### src/rtl/shift_reg_univ_if.sv
// Control, data and status bundle for the universal shift register.
// The master side drives controls and data; the slave side is the register itself.
interface shift_reg_univ_if #(
   parameter int WIDTH = 8
);
   localparam int CW = $clog2(WIDTH + 1);

   logic             en;
   logic [2:0]       mode;
   logic [WIDTH-1:0] d;
   logic             sin_r;
   logic             sin_l;
   logic [WIDTH-1:0] q;
   logic [WIDTH-1:0] qb;
   logic             sout_r;
   logic             sout_l;
   logic [CW-1:0]    cnt;
   logic             done;

   modport master (
      output en, mode, d, sin_r, sin_l,
      input  q, qb, sout_r, sout_l, cnt, done
   );

   modport slave (
      input  en, mode, d, sin_r, sin_l,
      output q, qb, sout_r, sout_l, cnt, done
   );
endinterface

### src/rtl/shift_reg_univ.sv
// Universal WIDTH-bit register: hold/shift/rotate/load/sync clear/set, with a
// saturating shift counter and a one-cycle done pulse for serializer framing.
module shift_reg_univ #(
   parameter int               WIDTH     = 8,
   parameter logic [WIDTH-1:0] RESET_VAL = '0
) (
   input logic             clk,
   input logic             clear,
   shift_reg_univ_if.slave bus
);
   localparam int            CW      = $clog2(WIDTH + 1);
   localparam logic [CW-1:0] CNT_MAX = CW'(WIDTH);

   typedef enum logic [2:0] {
      MODE_HOLD = 3'b000,
      MODE_SHR  = 3'b001,
      MODE_SHL  = 3'b010,
      MODE_ROR  = 3'b011,
      MODE_ROL  = 3'b100,
      MODE_LOAD = 3'b101,
      MODE_CLR  = 3'b110,
      MODE_SET  = 3'b111
   } mode_e;

   logic [WIDTH-1:0] data_q, data_d;
   logic [CW-1:0]    cnt_q, cnt_d;
   logic             done_q, done_d;
   logic             counting;

   // NOTE: every variable gets a default first so no path leaves it unassigned,
   // which would otherwise infer a latch.
   always_comb begin
      data_d   = data_q;
      cnt_d    = cnt_q;
      done_d   = 1'b0;
      counting = 1'b0;
      if (bus.en) begin
         case (mode_e'(bus.mode))
            MODE_HOLD: ;
            MODE_SHR: begin
               data_d   = {bus.sin_r, data_q[WIDTH-1:1]};
               counting = 1'b1;
            end
            MODE_SHL: begin
               data_d   = {data_q[WIDTH-2:0], bus.sin_l};
               counting = 1'b1;
            end
            MODE_ROR: begin
               data_d   = {data_q[0], data_q[WIDTH-1:1]};
               counting = 1'b1;
            end
            MODE_ROL: begin
               data_d   = {data_q[WIDTH-2:0], data_q[WIDTH-1]};
               counting = 1'b1;
            end
            MODE_LOAD: begin
               data_d = bus.d;
               cnt_d  = '0;
            end
            MODE_CLR: begin
               data_d = '0;
               cnt_d  = '0;
            end
            MODE_SET: begin
               data_d = '1;
               cnt_d  = '0;
            end
         endcase
      end
      // Saturated counter keeps shifting data but never re-fires done.
      if (counting && (cnt_q != CNT_MAX)) begin
         cnt_d  = cnt_q + CW'(1);
         done_d = (cnt_q == CNT_MAX - CW'(1));
      end
   end

   // NOTE: sequential state uses non-blocking assignments so every flop samples
   // the pre-edge values, independent of statement order.
   always_ff @(posedge clk or negedge clear) begin
      if (!clear) begin
         data_q <= RESET_VAL;
         cnt_q  <= '0;
         done_q <= 1'b0;
      end else begin
         data_q <= data_d;
         cnt_q  <= cnt_d;
         done_q <= done_d;
      end
   end

   assign bus.q      = data_q;
   assign bus.qb     = ~data_q;
   assign bus.sout_r = data_q[0];
   assign bus.sout_l = data_q[WIDTH-1];
   assign bus.cnt    = cnt_q;
   assign bus.done   = done_q;
endmodule

### src/flat_wrapper.sv
// flat-port wrapper written by rule: the top's interface ports become plain ports
module shift_reg_univ_flat 
#(
   parameter int               WIDTH     = 8,
   parameter logic [WIDTH-1:0] RESET_VAL = '0
)
  (clk, clear, bus_en, bus_mode, bus_d, bus_sin_r, bus_sin_l, bus_q, bus_qb, bus_sout_r, bus_sout_l, bus_cnt, bus_done);
  shift_reg_univ_if #(.WIDTH(WIDTH)) bus_i ();
  input logic clk;
  input logic clear;
  input wire logic [$bits(bus_i.en)-1:0] bus_en;
  input wire logic [$bits(bus_i.mode)-1:0] bus_mode;
  input wire logic [$bits(bus_i.d)-1:0] bus_d;
  input wire logic [$bits(bus_i.sin_r)-1:0] bus_sin_r;
  input wire logic [$bits(bus_i.sin_l)-1:0] bus_sin_l;
  output wire logic [$bits(bus_i.q)-1:0] bus_q;
  output wire logic [$bits(bus_i.qb)-1:0] bus_qb;
  output wire logic [$bits(bus_i.sout_r)-1:0] bus_sout_r;
  output wire logic [$bits(bus_i.sout_l)-1:0] bus_sout_l;
  output wire logic [$bits(bus_i.cnt)-1:0] bus_cnt;
  output wire logic [$bits(bus_i.done)-1:0] bus_done;
  assign bus_i.en = bus_en;
  assign bus_i.mode = bus_mode;
  assign bus_i.d = bus_d;
  assign bus_i.sin_r = bus_sin_r;
  assign bus_i.sin_l = bus_sin_l;
  assign bus_q = bus_i.q;
  assign bus_qb = bus_i.qb;
  assign bus_sout_r = bus_i.sout_r;
  assign bus_sout_l = bus_i.sout_l;
  assign bus_cnt = bus_i.cnt;
  assign bus_done = bus_i.done;
  shift_reg_univ #(.WIDTH(WIDTH), .RESET_VAL(RESET_VAL)) u_core (.clk(clk), .clear(clear), .bus(bus_i));
endmodule
### config.mk
export PLATFORM = sky130hd
export DESIGN_NAME = shift_reg_univ_flat
export DESIGN_NICKNAME = d
export VERILOG_FILES = /design/src/rtl/shift_reg_univ_if.sv /design/src/rtl/shift_reg_univ.sv /design/src/flat_wrapper.sv
export SDC_FILE = /design/constraint.sdc
export NUM_CORES = 1
export LEC_CHECK = 0
export BUFFER_PORTS_ARGS = -buffer_cell sky130_fd_sc_hd__buf_2
export CORE_MARGIN = 2
export CORE_UTILIZATION = 45
export CTS_BUF_LIST = sky130_fd_sc_hd__clkbuf_4
export CTS_CLUSTER_DIAMETER = 100
export DETAILED_ROUTE_END_ITERATION = 7
export GPL_ROUTABILITY_DRIVEN = 0
export PLACE_DENSITY = 0.76
export SLEW_MARGIN = 20
export SYNTH_ARGS = -nofsm -noshare
export SYNTH_HDL_FRONTEND = slang
export SYNTH_SLANG_ARGS = --single-unit
### constraint.sdc
create_clock -name clk -period 3.4 [get_ports clk]
set_input_delay 0.34 -clock clk [delete_from_list [all_inputs] [get_ports clk]]
set_output_delay 0.34 -clock clk [all_outputs]
set_load 0.03 [all_outputs]
==> results.tsv <==
metric	value	unit
number of nets in the layout	162	
hold path startpoint	bus_d[5]	
top cell type by total area after synthesis	dfrtp_1	
setup violators final	0	
Critical Path Fanout Max	5	
FP Rows	16	
core area	1940	µm²
initial antenna violation count	0	
fill count	184	
maximum VDD drop	0.299	mV
synthesized area	915	µm²
Worst Reg-to-Reg Cells	6	
Final ANT Viol Nets	0	
outcome	finished clean	
wire per inst	12.4	µm
final wirelength	2.10	mm
DRT iter0 DRCs	16	
setup TNS	0	ps
DIE AREA	2410	µm²
Slowest-stage cell, CP	dfrtp_1	
HP Class	in2reg	
hold endpoint	u_core.bus.q[5]$_DFFE_PN0P_	
Worst Path Required	3600	ps
Worst setup EP type	flip-flop	
Top FF cell, synth	dfrtp_1	
top post-synthesis cells by count	nand2_1 (18), dfrtp_1 (13), inv_1 (11), nor2_1 (7), o221ai_1 (7)	
root buffer cell	clkbuf_4	
total number of vias	873	
highest clock rate	0.649	GHz
Slew Limit Fails	0	
initial core utilization	47.1	%
crit path launch type	flip-flop	
max incr delay on CP	430	ps
Max-Slew Margin vs Limit	59.8	%
CTS tree	yes	
syn avg cell area	8.47	µm²
Syn-to-layout area delta	23.1	%
synth warn	0	
Synth Net Count	126	
worst skew pair latency	270	ps
CP arrival	1740	ps
FF+latch area	325	µm²
simple-gate share of the synthesized area	17.6	%
chip height	49.1	µm
mux share of post-synthesis cell area	0	%
Post-Synth XOR/XNOR Area	0.958	%
R2R setup slack	1860	ps
register area share after synthesis	35.6	%
count leader, synth	nand2_1	
PwrDens	517	nW/µm²
TritonCTS Sinks	13	
DR vias/cell	5.14	
layout cells sized above 1	30.1	%
area share of fa/ha/maj cells after synthesis	7.11	%
Max Buffers Root-to-Sink	2	
P_leak	0.532	nW
Cell variety after synth	29	
post-synthesis compound-gate area fraction	28.5	%
Async S/R FF share, synth	100	%
DRC	0	
first-pass GRT wire length	3.44	mm
RR Endpoint	u_core.bus.cnt[0]$_DFFE_PN0P_	
synthesis-stage register bit count	13	
setup repair after global routing missed its margin	false	
top cell type's share of synthesized area	35.6	%
Critical Setup Path Class	reg2reg	
crit path cell chain	inv_1 > ha_1 > and3b_1 > nor2_1 > maj3_1 > a2bb2oi_1	
Multi-input gate area	495	µm²
Clock Pin Slew Worst Setup and Hold Paths	80	ps
placed cell area	1090	µm²
dpl hpwl	1.55	mm
total gr overflow	0	
largest net degree at the start of global routing	23	
largest family of logic cells by synthesized area	compound AO/OA/AOI/OAI gates	
num ports	39	
Mapped Cells	108	
Worst Hold Depth	3	
Port-buffer cells	38	
die width	49.1	µm
clock skew	8.11	ps
fin crit period	1540	ps
fin crit share	45.3	%
reg2reg start	u_core.bus.cnt[0]$_DFFE_PN0P_	
Max Cap Violations	0	
Ant. Diodes	0	
Post-CTS Resized	0	
EDFF count, synth	0	
Fin. Hold Viols	0	
global-route usage over all layers	17.8	%
CTS buffer count	3	
post-CTS setup buffer count	0	
top cells by area, synth	dfrtp_1 (36%), nand2_1 (7.4%), o221ai_1 (6.7%)	
# H-tree levels	1	
First-pass DRT Iterations	4	
final instance area	1130	µm²
number of global-route vias before repair	777	
Worst Tran Pin Value	602	ps
==> flip-flops by register name, summed over array words and instances (netlist names) <==
| signal | flops |
|---|---|
| u_core.bus.cnt | 4 |
| u_core.bus.done | 1 |
| u_core.bus.q | 8 |
==> layout make-up <==
class,count,area share [%]
Timing Repair Buffer,39,17.8
Inverter,11,3.67
Multi-Input combinational cell,76,44.0
Clock buffer,4,2.67
Sequential cell,13,28.9
Tap cell,27,3.00
==> kinds of logic after synthesis <==
family,Yosys count
AND/OR/NAND/NOR,35
AO/OA/AOI/OAI,34
buffers and inverters,19
flip-flops,13
adder cells (fa/ha/maj),6
XOR/XNOR,1
==> report_power, final <==
part | total (mW) | switching, mW | internal, mW
clock network | 0.101 | 0.0479 | 0.0533
registers | 0.222 | 0.0403 | 0.181
logic | 0.259 | 0.170 | 0.0888
==> cell usage in the layout, fill, tap and decap left out <==
master         count
a2bb2oi_1          3
dfrtp_1           13
ha_1               2
o2bb2ai_1          6
a2111oi_1          1
o21ai_0            5
nor3b_1            1
o22a_1             1
nand2_1           18
o22ai_1            1
maj3_1             4
inv_1             11
nand2b_1           4
o41ai_1            1
nor2b_1            1
o221ai_1           7
or2_1              1
a21oi_1            2
and3b_1            2
o21ai_1            5
o21ai_4            1
a32o_1             1
nand3_1            1
clkbuf_4           4
xnor2_1            1
nor2_1             7
dlygate4sd3_1      1
buf_2             38
==> worst max-delay path: cells and delay by family (launching register included) <==
family                     cells  cell delay [ps]
adders and majority gates      2              490
DFF                            1              430
AOI/OAI and AO/OA              1              160
buffers and inverters          1               90
and+or+nand+nor                2              290
==> how the worst max path moves through the flow <==
stage / startpoint / end / slack (ps) / depth (start not counted)
final: u_core.bus.cnt[0]$_DFFE_PN0P_ / u_core.bus.cnt[0]$_DFFE_PN0P_ / 1860 / 6
after global routing: u_core.bus.cnt[0]$_DFFE_PN0P_ / u_core.bus.cnt[1]$_DFFE_PN0P_ / 1740 / 6
after CTS: u_core.bus.cnt[0]$_DFFE_PN0P_ / u_core.bus.cnt[0]$_DFFE_PN0P_ / 1850 / 6
after detailed placement: bus_mode[0] / u_core.bus.cnt[0]$_DFFE_PN0P_ / 1720 / 5
after global placement: bus_mode[0] / u_core.bus.cnt[1]$_DFFE_PN0P_ / 1760 / 5
after floorplan: u_core.bus.cnt[0]$_DFFE_PN0P_ / u_core.bus.cnt[0]$_DFFE_PN0P_ / 1840 / 6
==> repair_timing <==
item | CTS | global route
hold buffers | 1 | 0
endpoints found under the hold margin | 13 | 0
setup endpoints to repair | 0 | 0
==> routing by layer <==
layer | GRT usage, % | part of all wire (%) | up-vias
met5 | 0 | 0 | -
met4 | 4.76 | 0 | 0
met3 | 2.76 | 5.8 | 0
met2 | 29.1 | 48 | 31
met1 | 24.5 | 47 | 390
li1 | - | - | 452
==> per-stage QoR <==
| step | total power [mW] | utilization, % | std cells | worst slack (ps) | hold WS, ps |
|---|---|---|---|---|---|
| after floorplan | 0.412 | - | 108 | 1840 | 44.4 |
| after global placement | 0.479 | 55.9 | 165 | 1760 | 246 |
| after detailed placement | 0.484 | 55.9 | 165 | 1720 | 249 |
| after CTS | 0.588 | 58.0 | 170 | 1850 | 357 |
| after global routing | 0.619 | 58.0 | 170 | 1740 | 372 |
| final | 0.582 | 58.0 | 170 | 1860 | 360 |
(Power assumes the default switching activity.)
